File: src/rtl/shrimp_program_counter.sv
// Fetch-address generator with step/jump/branch/stall and a circular RAS.
// Define SHRIMP_PC_ALIGN_CHECK_EN to reject targets not aligned to STEP.
module shrimp_program_counter #(
  parameter int ADDR_WIDTH = 16,
  parameter int STEP       = 2,
  parameter int RESET_ADDR = 0,
  parameter int RAS_DEPTH  = 4
) (
  input  logic                           clock,
  input  logic                           reset,
  input  logic                           stall,
  input  logic                           jump,
  input  logic [ADDR_WIDTH-1:0]          jump_addr,
  input  logic                           branch,
  input  logic [ADDR_WIDTH-1:0]          branch_offset,
  input  logic                           call,
  input  logic                           ret,
  output logic [ADDR_WIDTH-1:0]          instruction_address,
  output logic [$clog2(RAS_DEPTH+1)-1:0] ras_count,
  output logic                           ras_overflow,
  output logic                           ras_underflow,
  output logic                           misalign_error
);

  localparam int AW = ADDR_WIDTH;
  localparam int CW = $clog2(RAS_DEPTH + 1);
  localparam int PW = (RAS_DEPTH > 1) ? $clog2(RAS_DEPTH) : 1;

  localparam logic [AW-1:0] STEP_W    = AW'(STEP);
  localparam logic [AW-1:0] STEP_MASK = AW'(STEP - 1);
  localparam logic [AW-1:0] RST_W     = AW'(RESET_ADDR);
  localparam logic [CW-1:0] FULL_CNT  = CW'(RAS_DEPTH);
  localparam logic [PW-1:0] LAST_IDX  = PW'(RAS_DEPTH - 1);

`ifdef SHRIMP_PC_ALIGN_CHECK_EN
  localparam bit ALIGN_EN = 1'b1;
`else
  localparam bit ALIGN_EN = 1'b0;
`endif

  logic [AW-1:0] ras_mem [RAS_DEPTH];
  logic [PW-1:0] ptr;
  logic [PW-1:0] ptr_inc;
  logic [PW-1:0] ptr_dec;

  logic [AW-1:0] pc;
  logic [AW-1:0] seq_addr;
  logic [AW-1:0] br_addr;
  logic [AW-1:0] tgt;
  logic [AW-1:0] pc_nxt;

  logic ras_empty;
  logic ras_full;
  logic do_ret;
  logic do_call;
  logic do_jump;
  logic do_branch;
  logic redirect;
  logic misalign;
  logic push;
  logic pop;
  logic ovf_set;
  logic unf_set;

  assign instruction_address = pc;

  assign seq_addr  = pc + STEP_W;
  assign br_addr   = pc + branch_offset;
  assign ras_empty = (ras_count == '0);
  assign ras_full  = (ras_count == FULL_CNT);
  assign ptr_inc   = (ptr == LAST_IDX) ? '0 : ptr + 1'b1;
  assign ptr_dec   = (ptr == '0) ? LAST_IDX : ptr - 1'b1;

  // Priority is folded into one-hot selects: ret > call > jump > branch.
  assign do_ret    = ret;
  assign do_call   = call & ~ret;
  assign do_jump   = jump & ~ret & ~call;
  assign do_branch = branch & ~ret & ~call & ~jump;

  always_comb begin
    tgt      = seq_addr;
    redirect = 1'b0;
    pop      = 1'b0;
    push     = 1'b0;
    unf_set  = 1'b0;
    ovf_set  = 1'b0;
    unique case (1'b1)
      do_ret: begin
        if (ras_empty) begin
          unf_set = 1'b1;
        end else begin
          pop      = 1'b1;
          tgt      = ras_mem[ptr_dec];
          redirect = 1'b1;
        end
      end
      do_call: begin
        push     = 1'b1;
        ovf_set  = ras_full;
        tgt      = jump_addr;
        redirect = 1'b1;
      end
      do_jump: begin
        tgt      = jump_addr;
        redirect = 1'b1;
      end
      do_branch: begin
        tgt      = br_addr;
        redirect = 1'b1;
      end
      default: ;
    endcase
  end

  // A rejected target falls through; a rejected ret has already popped.
  assign misalign = ALIGN_EN && redirect
                 && ((tgt & STEP_MASK) != '0);

  always_comb begin
    pc_nxt = misalign ? seq_addr : tgt;
  end

  always_ff @(posedge clock) begin
    if (reset) begin
      pc            <= RST_W;
      ptr           <= '0;
      ras_count     <= '0;
      ras_overflow  <= 1'b0;
      ras_underflow <= 1'b0;
    end else if (!stall) begin
      pc <= pc_nxt;
      if (unf_set) ras_underflow <= 1'b1;
      if (pop) begin
        ptr       <= ptr_dec;
        ras_count <= ras_count - 1'b1;
      end else if (push && !misalign) begin
        ptr <= ptr_inc;
        if (ovf_set) ras_overflow <= 1'b1;
        else         ras_count    <= ras_count + 1'b1;
      end
    end
  end

  always_ff @(posedge clock) begin
    if (!reset && !stall && push && !misalign) begin
      ras_mem[ptr] <= seq_addr;
    end
  end

`ifdef SHRIMP_PC_ALIGN_CHECK_EN
  always_ff @(posedge clock) begin
    if (reset) begin
      misalign_error <= 1'b0;
    end else if (!stall && misalign) begin
      misalign_error <= 1'b1;
    end
  end
`else
  assign misalign_error = 1'b0;
`endif

endmodule

File: config.mk
export PLATFORM = sky130hd
export DESIGN_NAME = shrimp_program_counter
export DESIGN_NICKNAME = d
export VERILOG_FILES = /design/src/rtl/shrimp_program_counter.sv
export SDC_FILE = /design/constraint.sdc
export NUM_CORES = 1
export LEC_CHECK = 0
export CORE_MARGIN = 2
export CORE_UTILIZATION = 50
export DETAILED_ROUTE_END_ITERATION = 8
export PLACE_DENSITY = 0.73
export SYNTH_ARGS = -nofsm -noshare
export SYNTH_HDL_FRONTEND = slang
export SYNTH_SLANG_ARGS = --single-unit
File: constraint.sdc
create_clock -name clock -period 6.75 [get_ports clock]
set_clock_uncertainty 0.2 [all_clocks]
set_input_delay 1.35 -clock clock [delete_from_list [all_inputs] [get_ports clock]]
set_output_delay 1.35 -clock clock [all_outputs]
set_load 0.005 [all_outputs]
==> results of run 1 <==
-- cells by family after synthesis --
logic type,Yosys count,synth area share [%]
AO/OA/AOI/OAI,96,14.74
XOR/XNOR,26,5.007
adder cells (fa/ha/maj),22,5.832
buffers and inverters,31,4.387
flip-flops,87,49.14
multiplexers,22,7.897
other,1,0.07735
AND/OR/NAND/NOR,115,12.93
-- worst paths after layout --
kind	from	to	cells after the start
worst max-delay path	branch_offset[0]	instruction_address[12]$_SDFFE_PP0N_	10
worst min-delay path	ras_overflow$_SDFFE_PP0P_	ras_overflow$_SDFFE_PP0P_	2
worst max register to register	ptr[0]$_SDFFE_PP0P_	instruction_address[15]$_SDFFE_PP0N_	6
worst min register to register	ras_overflow$_SDFFE_PP0P_	ras_overflow$_SDFFE_PP0P_	2
-- critical path, delay by kind of cell --
| family | cells | cell delay [ns] |
|---|---|---|
| adders and majority gates | 2 | 0.67 |
| AOI/OAI and AO/OA | 5 | 1.07 |
| xor gates and xnor gates | 1 | 0.14 |
| buffers and inverters | 1 | 0.41 |
| and+or+nand+nor | 1 | 0.08 |
-- layer usage --
layer	track usage (%)	part of all wire [%]	up-vias	wire (um)
li1	-	-	1646	-
met1	29.87	44	1702	4908
met2	36.50	49	113	5418
met3	3.488	5.3	12	584
met4	8.205	1.3	0	149
met5	0	0	-	0
-- metrics by stage --
step	hold WS (ns)	total power [mW]	instance area [um2]	setup WS, ns
after global routing	0.3038	1.310	5655	2.969
after global placement	0.2510	0.8782	5444	2.776
after CTS	0.2777	1.263	5655	3.084
after floorplan	0.2605	0.8006	4848	3.376
final	0.2782	1.258	5655	3.093
after detailed placement	0.2587	0.8843	5444	2.724
-- layout make-up --
type	count	area (um2)	area share, %
inverters	9	33.78	0.5973
flip-flops and latches	87	2382	42.12
multi-input cells	282	2253	39.85
well taps	129	161.4	2.854
clock inverters	7	87.58	1.549
clock buffers	9	123.9	2.190
repair buffers	62	613.1	10.84
-- sequential cells by signal, summed over array words and instances, names as in the netlist --
signal,flops
instruction_address,16
ptr,2
ras_count,3
ras_mem,64
ras_overflow,1
ras_underflow,1
-- Yosys cell counts (all sizes together) (2+ instances only) --
library cell	instances
edfxtp	64
nor2	28
nand2	26
a21oi	25
dfxtp	23
ha	21
xnor2	18
nor3	16
buf	15
o21ai	15
a221oi	13
mux4	13
inv	9
mux2i	9
nor2b	9
a211oi	8
a21o	8
nand3	8
xor2	8
a221o	7
clkbuf	6
nand4	6
and2	5
and3	4
nand2b	4
a211o	3
a311oi	3
a31oi	3
a222oi	2
nor4	2
or3	2
-- report_power, final --
part	internal (mW)	switching [mW]	leakage (nW)
Sequential	0.593	0.0214	0.773
Combinational	0.123	0.137	1.13
Clock	0.206	0.178	0.110
Total	0.922	0.336	2.01
==> impl_metrics.csv, run 1 <==
group,metric,value,unit
synthesis,yosysWarnings,0,
global_route,antenna_found_initial,0,
synthesis,yosysTopAreaCell,"edfxtp_1",
cells_and_area,syn_to_final_growth,16.65,%
critical_path,path_max_fanout,4,
route,ant_nets,0,
floorplan,start_util,51.98,%
clock_network,clk_pin_slew,0.08,ns
cells_and_area,layout_common_cells,"edfxtp_1 (64), clkdlybuf4s50_1 (59), nand2_1 (26), nor2_1 (26), a21oi_1 (25)",
power,p_per_area,222.4,nW/um2
power,p_leak,2.012,nW
placed_design,port-buffer-count,59,
floorplan,rows,35,
cells_and_area,drive_gt1_share,10.75,%
global_route,grt_pass1_wl,17260,um
route,drc,0,
timing,rsz0062_at_grt,"false",
critical_path,ff2ff_setup_slack,3.46,ns
clock_network,clock-sinks,87,
critical_path,path_class,"input port to flop",
timing,setup_tns,0,ns
cells_and_area,diodes,0,
timing,min_period,3.657,ns
timing,finalHoldViolCount,0,
clock_network,worstSkewPairLatency,0.36,ns
route,drtIter0Drc,185,
critical_path,cp_slowest_cell,"fa_1",
flow_run,maxCapViolations,0,
clock_network,numCtsBuffers,9,
synthesis,syn_inst,400,
placed_design,place_inst,569,
timing,setup_viol,0,
synthesis,synth_seq_area_share,49.14,%
route,vias,3473,
clock_network,tritoncts,"done",
route,first_pass_iters,5,
synthesis,syn_area_per_cell,12.12,um2
cells_and_area,final_nets,512,
placed_design,gp_congestion,0.8584,
timing,maxSlewViolCount,0,
critical_path,worstPathCellList,"clkdlybuf4s50_1 > ha_1 > fa_1 > a211o_1 > o211ai_1 > a21o_1 > a311oi_2 > xor2_1 > nand2_1 > a221oi_2",
clock_network,cts_buffer_depth,2,
timing,final.period_utilization,54.19,%
synthesis,synth_area,4848,um2
clock_network,cts_resized,0,
cells_and_area,final.fill_count,739,
synthesis,synth_edf_count,64,
global_route,grt_max_degree,38,
critical_path,cp-start-kind,"input port",
timing,relSlewSlack,32.27,%
hold_path,hp-class,"flop to flop",
placed_design,place_hpwl,7777,um
synthesis,synth.distinct_cells,67,
clock_network,h-tree-depth,3,
floorplan,core,9328,um2
synthesis,synth_top_area_share,39.64,%
cells_and_area,final_common_cell,"edfxtp_1",
synthesis,async_flop_share,0,%
synthesis,ys_ff_latch,87,
timing,worst-slew-pin-transition,1.016,ns
status,status,"finished clean",
clock_network,root_buffer,"clkbuf_8",
synthesis,synth.area.top_cells,"edfxtp_1 (40%), dfxtp_1 (9.5%), mux4_2 (6.0%)",
synthesis,ys.flop_type,"edfxtp_1",
critical_path,cp.arrival,3.73,ns
cells_and_area,utilization,60.63,%
critical_path,required,6.82,ns
route,viasPerCell,5.937,
global_route,grt_pass1_vias,3420,
cells_and_area,stdcell_count,585,
synthesis,synth_nets,461,
floorplan,ios,61,
floorplan,fp.dieArea,10500,um2
route,wl,11060,um
route,wire_per_inst,18.91,um
critical_path,slowest_delay,0.44,ns
clock_network,cts_hold_buffers,0,
critical_path,end_kind,"flop",
power,peakVddDrop,0.09325,mV
clock_network,post-cts-setup-buffers,0,
global_route,grt-ovfl-total,0,
floorplan,chipHeight,102.5,um
floorplan,die_x,102.5,um
timing,fmax,273.4,MHz
global_route,grtUsageTotal,22.19,%
(Power assumes the default switching activity.)
==> run 2: changes to the inputs <==
- PLACE_DENSITY: 0.73 -> 0.76
- clock period: 6.75 -> 3.35 ns (I/O delays scaled with it)
==> run 2 against run 1 <==
Net effect:
- global-route usage is 0.57 points higher
- die area is the same
- final area grew 1.7%
- combinational power rose by 110%
- power increased by 99%
- critical endpoint unchanged
- largest cell class unchanged
==> impl_metrics.csv, run 2 (synthesis gave the netlist of run 1 again) <==
group,metric,value,unit
status,status,"finished clean",
placed_design,place_hpwl,8213,um
cells_and_area,layout_common_cells,"edfxtp_1 (64), clkdlybuf4s50_1 (59), nand2_1 (26), nor2_1 (26), a21oi_1 (25)",
global_route,grt_pass1_wl,17750,um
global_route,grt-ovfl-total,0,
timing,fmax,338.2,MHz
power,power_frac_seq,49.4,%
route,drtIter0Drc,240,
critical_path,end_kind,"flop",
route,drc,0,
critical_path,cp-start-kind,"input port",
power,p_per_area,435.1,nW/um2
power,p_leak,2.064,nW
clock_network,tritoncts,"done",
critical_path,cp_slowest_cell,"fa_1",
global_route,grt_pass1_vias,3392,
global_route,met2_usage,36.75,%
critical_path,required,3.43,ns
floorplan,core,9328,um2
timing,rsz0062_at_grt,"false",
global_route,grtUsageTotal,22.76,%
floorplan,ios,61,
critical_path,critPathTopFamily,"compound AO/OA/AOI/OAI gates",
floorplan,rows,35,
timing,maxSlewViolCount,0,
power,combPwrFrac,21.5,%
critical_path,path_max_fanout,4,
hold_path,hp-class,"flop to flop",
cells_and_area,diodes,0,
route,wl,11300,um
critical_path,cp_num_buf_inv,1,
critical_path,worstPathCellList,"clkdlybuf4s50_1 > ha_1 > fa_1 > a211o_1 > o211ai_1 > a21o_1 > a311oi_2 > xor2_1 > nand2_1 > a221oi_2",
cells_and_area,final_common_cell,"edfxtp_1",
power,power_frac_clock,29.0,%
timing,setup_tns,0,ns
timing,min_period,2.957,ns
global_route,grt-busiest-layer,"met2",
clock_network,cts_hold_buffers,0,
power,internal_power,1.796,mW
cells_and_area,syn_to_final_growth,18.58,%
critical_path,cp.arrival,3.04,ns
floorplan,start_util,51.98,%
cells_and_area,final_nets,525,
route,first_pass_iters,5,
clock_network,cts_buffer_depth,2,
floorplan,chipHeight,102.5,um
power,p_sw,0.7056,mW
cells_and_area,final.fill_count,717,
clock_network,root_buffer,"clkbuf_8",
route,vias,3513,
placed_design,port-buffer-count,59,
power,peakVddDrop,0.1800,mV
global_route,gr-usage-met3,4.514,%
clock_network,clk_pin_slew,0.09,ns
clock_network,worstSkewPairLatency,0.36,ns
placed_design,gp_congestion,0.8496,
clock_network,clock-sinks,87,
global_route,use_met1,31.00,%
critical_path,slowest_delay,0.41,ns
clock_network,cts_resized,0,
timing,final.period_utilization,88.27,%
global_route,antenna_found_initial,0,
global_route,grt_max_degree,37,
clock_network,numCtsBuffers,9,
route,ant_nets,0,
timing,setup_viol,0,
floorplan,die_x,102.5,um
cells_and_area,utilization,61.64,%
critical_path,path_class,"input port to flop",
route,wire_per_inst,18.90,um
route,viasPerCell,5.875,
timing,relSlewSlack,58.20,%
power,swShare,28.21,%
clock_network,post-cts-setup-buffers,0,
timing,finalHoldViolCount,0,
cells_and_area,drive_gt1_share,13.22,%
timing,worst-slew-pin-transition,0.6270,ns
cells_and_area,largest_reg_flops,64,
floorplan,fp.dieArea,10500,um2
clock_network,h-tree-depth,3,
cells_and_area,top_register,"ras_mem",
flow_run,maxCapViolations,0,
==> run 2: power by group through the flow <==
stage	logic (mW)	clock network, mW	registers, mW
2_1_floorplan	0.361	0	1.25
3_3_place_gp	0.518	0	1.26
3_5_place_dp	0.531	0	1.26
4_1_cts	0.535	0.730	1.24
5_1_grt	0.589	0.770	1.24
6_report	0.538	0.727	1.24
==> run 2: area by class of cell <==
cell class,count,area [um2],area share [%]
clock inverters,7,71.32,1.240
multi-input cells,282,2253,39.19
flip-flops and latches,87,2382,41.44
well taps,129,161.4,2.807
repair buffers,75,723.2,12.58
inverters,9,33.78,0.5876
clock buffers,9,123.9,2.155
==> run 2: routing by layer <==
layer	vias up	wire, um
met3	16	636
met1	1699	5035
met2	133	5455
met4	0	173
met5	-	0
li1	1665	-
==> run 2: tightest hold or removal path: stages, from the launching register on <==
cell,delay (ns)
dfxtp_1,0.34
nor2_1,0.05
nor2_1,0.07
==> run 2: worst paths after layout <==
| check | from | end | slack, ns | depth (start not counted) |
|---|---|---|---|---|
| worst max-delay path | branch_offset[0] | instruction_address[12]$_SDFFE_PP0N_ | 0.39 | 10 |
| worst min-delay path | ras_underflow$_SDFFE_PP0P_ | ras_underflow$_SDFFE_PP0P_ | 0.29 | 2 |
| worst max register to register | ptr[0]$_SDFFE_PP0P_ | instruction_address[15]$_SDFFE_PP0N_ | 0.49 | 6 |
| worst min register to register | ras_underflow$_SDFFE_PP0P_ | ras_underflow$_SDFFE_PP0P_ | 0.29 | 2 |
==> run 2: metrics by stage <==
stage | total power [mW] | cell area (um2) | hold WS, ns | worst slack [ns] | cells
2_1_floorplan | 1.613 | 4848 | 0.2605 | 0.6564 | 400
3_3_place_gp | 1.778 | 5554 | 0.2505 | 0.09866 | 582
3_5_place_dp | 1.792 | 5554 | 0.2738 | 0.02420 | 582
4_1_cts | 2.501 | 5749 | 0.2935 | 0.4070 | 598
5_1_grt | 2.601 | 5749 | 0.3134 | 0.2632 | 598
6_report | 2.501 | 5749 | 0.2910 | 0.3930 | 598
==> RTL change (flow settings as in run 2) <==
The option `SHRIMP_PC_ALIGN_CHECK_EN` is turned on by a define.
--- a/src/rtl/shrimp_program_counter.sv
+++ b/src/rtl/shrimp_program_counter.sv
@@ -2,2 +2,4 @@
 // Define SHRIMP_PC_ALIGN_CHECK_EN to reject targets not aligned to STEP.
+`define SHRIMP_PC_ALIGN_CHECK_EN
+
 module shrimp_program_counter #(
Check against the original RTL: not equivalent (a bounded check fails within 4 cycles, from zero or initial values and one cycle with reset high).
==> RTL change against run 2 <==
Total power shrank 4.4%; design area grew 3.4%; area after synthesis shrank 0.39%; synthesized cell count grew 3.8%; maximum frequency shrank 4.9%; sequential cell count grew 1; setup slack lost 0.15 ns; wire length grew 13%; critical path type is now flip-flop to flip-flop; highest routed layer unchanged.
==> RTL change: results (changes against run 2) <==
- Status: completed
- Share of cells above drive strength 1: 13.5% (+0.33 points)
- Post-CTS Setup Inserts: 0 (unchanged)
- Global Route Usage Sum: 25.4% (+2.6 points)
- VDD IR-drop max: 184 uV (+2.5%)
- Count of buffers from port buffering: 60 (+1.7%)
- Worst-margin pin slew: 0.968 ns (+0.341 ns)
- Top cells by area in the synthesized netlist: sky130_fd_sc_hd__edfxtp_1, sky130_fd_sc_hd__dfxtp_1, sky130_fd_sc_hd__mux4_2, sky130_fd_sc_hd__ha_1, sky130_fd_sc_hd__a21oi_1
- Final GP Congestion: 0.883 (+4.0%)
- Inserted Diodes: 0 (unchanged)
- Type of the most critical hold path: flip-flop to flip-flop
- Largest net degree at the start of global routing: 27 (-27%)
- Clock Latency Late Sink: 0.36 ns (about the same)
- Leak Pwr: 2.08 nW (+0.86%)
- First-pass DRT Iterations: 6 (+1)
- Clock edge transition at the registers on the reported setup and hold paths: roughly 0.10 ns
- Minimum setup slack after placement: -0.0941 ns (-0.118 ns)
- Portion of netlist area occupied by mux cells: 8.13% (+0.24 points)
- Hold wc startpoint: misalign_error
- Leading cell types by count after synthesis: sky130_fd_sc_hd__edfxtp_1, sky130_fd_sc_hd__a21oi_1, sky130_fd_sc_hd__dfxtp_1
- Setup Crit Path Kind: flip-flop to flip-flop
- Number of global-route vias before repair: 3837 (+13%)
- Net Count, Synth: 476 (+3.3%)
- Mean routed wirelength per cell: 20.3 um (+7.3%)
- Initial antenna violation count: 0 (unchanged)
- Maximum buffer depth of the clock tree: 2 (unchanged)
- Clk Tree Root Cell: sky130_fd_sc_hd__clkbuf_8
- Wire length of the first global-routing pass: 19.8 mm (+12%)
- Yosys cell types: 63 (-6.0%)
- Sequential cell area fraction in the yosys report: 49.7% (+0.61 points)
- Dpl hpwl: 9.50 mm (+16%)
- Iteration-0 DRC Markers: 248 (+3.3%)
- Proportion of synthesized flip-flops having asynchronous set or reset: 0% (unchanged)
- TritonCTS Buffers: 9 (unchanged)
- Flip-flop count of the largest register, all copies and words added: 64 (unchanged)
- Total number of H-tree levels: 3 (unchanged)
- Overall via count from detail_route: 3956 (+13%)
- Share of the synthesized area in compound gates (AO/OA/AOI/OAI): 17.8% (+3.1 points)
- Layout filler cell count: 743 (+3.6%)
- Leading register cell type out of synthesis: sky130_fd_sc_hd__edfxtp_1
- Largest driver fanout on the critical path: 16 (+12)
- Number of nets in the layout: 558 (+6.3%)
- Synth Area in Adders: 5.85% (+0.023 points)
- Critical Path AT: 2.97 ns (-0.07 ns)
- Count of flip-flops with a built-in enable after synthesis: 64 (unchanged)
- Post-CTS resize count: 0 (unchanged)
- Number of synthesis warnings: 0 (unchanged)
- Register containing the most flip-flops in the final layout: ras_mem
- XOR/XNOR Fraction of Synth Area: 4.17% (-0.84 points)
- R2r startpoint: ptr[0]
-- RTL change: cell types whose count changed in the layout (fill, tap and decap cells not counted), sizes merged, moves of 7 or more --
cell    before  now
nor2        28   20
nor3        16    7
a221oi      13    3
o22ai        0    7
a22o         0    7
mux2i        9    1
inv         10   17
a21oi       25   32
buf         16   31
-- RTL change: cells by family after synthesis --
kind of cell | Yosys count
compound gates | 126
xor+xnor | 23
fa+ha+maj | 22
buf+inv | 32
flops | 88
mux | 19
simple gates | 105
-- RTL change: layer usage --
metal,up-vias,global-route usage [%],part of all wire (%)
met3,33,5.54,8.6
met1,1905,33.3,41
li1,1809,-,-
met4,0,9.85,2.6
met2,209,41.5,48
met5,-,0,0
-- RTL change: power breakdown --
group,switching [mW],internal (mW),total (mW)
clock,0.423,0.286,0.709
combinational,0.234,0.220,0.454
sequential,0.0333,1.20,1.23
-- RTL change: worst paths after layout --
check	end	slack (ns)	cells after the start
hold / removal	misalign_error	0.30	1
setup / recovery	ras_mem[3][5]	0.24	8
setup reg to reg	ras_mem[3][5]	0.24	8
hold reg to reg	misalign_error	0.30	1
-- RTL change: layout make-up --
type | instances | area, um^2 | share of cell area (%)
clock buffers | 9 | 124 | 2.08
multi-input cells | 295 | 2300 | 38.6
clock inverters | 7 | 58.8 | 0.989
inverters | 12 | 45.0 | 0.758
repair buffers | 91 | 858 | 14.4
flip-flops and latches | 88 | 2400 | 40.4
well taps | 129 | 161 | 2.71
-- RTL change: critical path: stages, from the launching register on --
cell and delay, ns:
sky130_fd_sc_hd__dfxtp_1 0.46, sky130_fd_sc_hd__inv_1 0.10, sky130_fd_sc_hd__ha_1 0.32, sky130_fd_sc_hd__mux4_2 0.60
sky130_fd_sc_hd__a22oi_2 0.25, sky130_fd_sc_hd__o21ai_1 0.12, sky130_fd_sc_hd__a21oi_1 0.34, sky130_fd_sc_hd__and2_1 0.24
sky130_fd_sc_hd__buf_12 0.17
-- RTL change: through the flow --
step                      std cells  instance area, um^2  power [mW]  setup TNS, ns
after floorplan                 415                 4830        1.51              0
after global placement          615                 5760        1.68        -0.0491
after detailed placement        615                 5760        1.70         -0.103
after CTS                       631                 5950        2.39              0
after global routing            631                 5950        2.49              0
final                           631                 5950        2.39              0
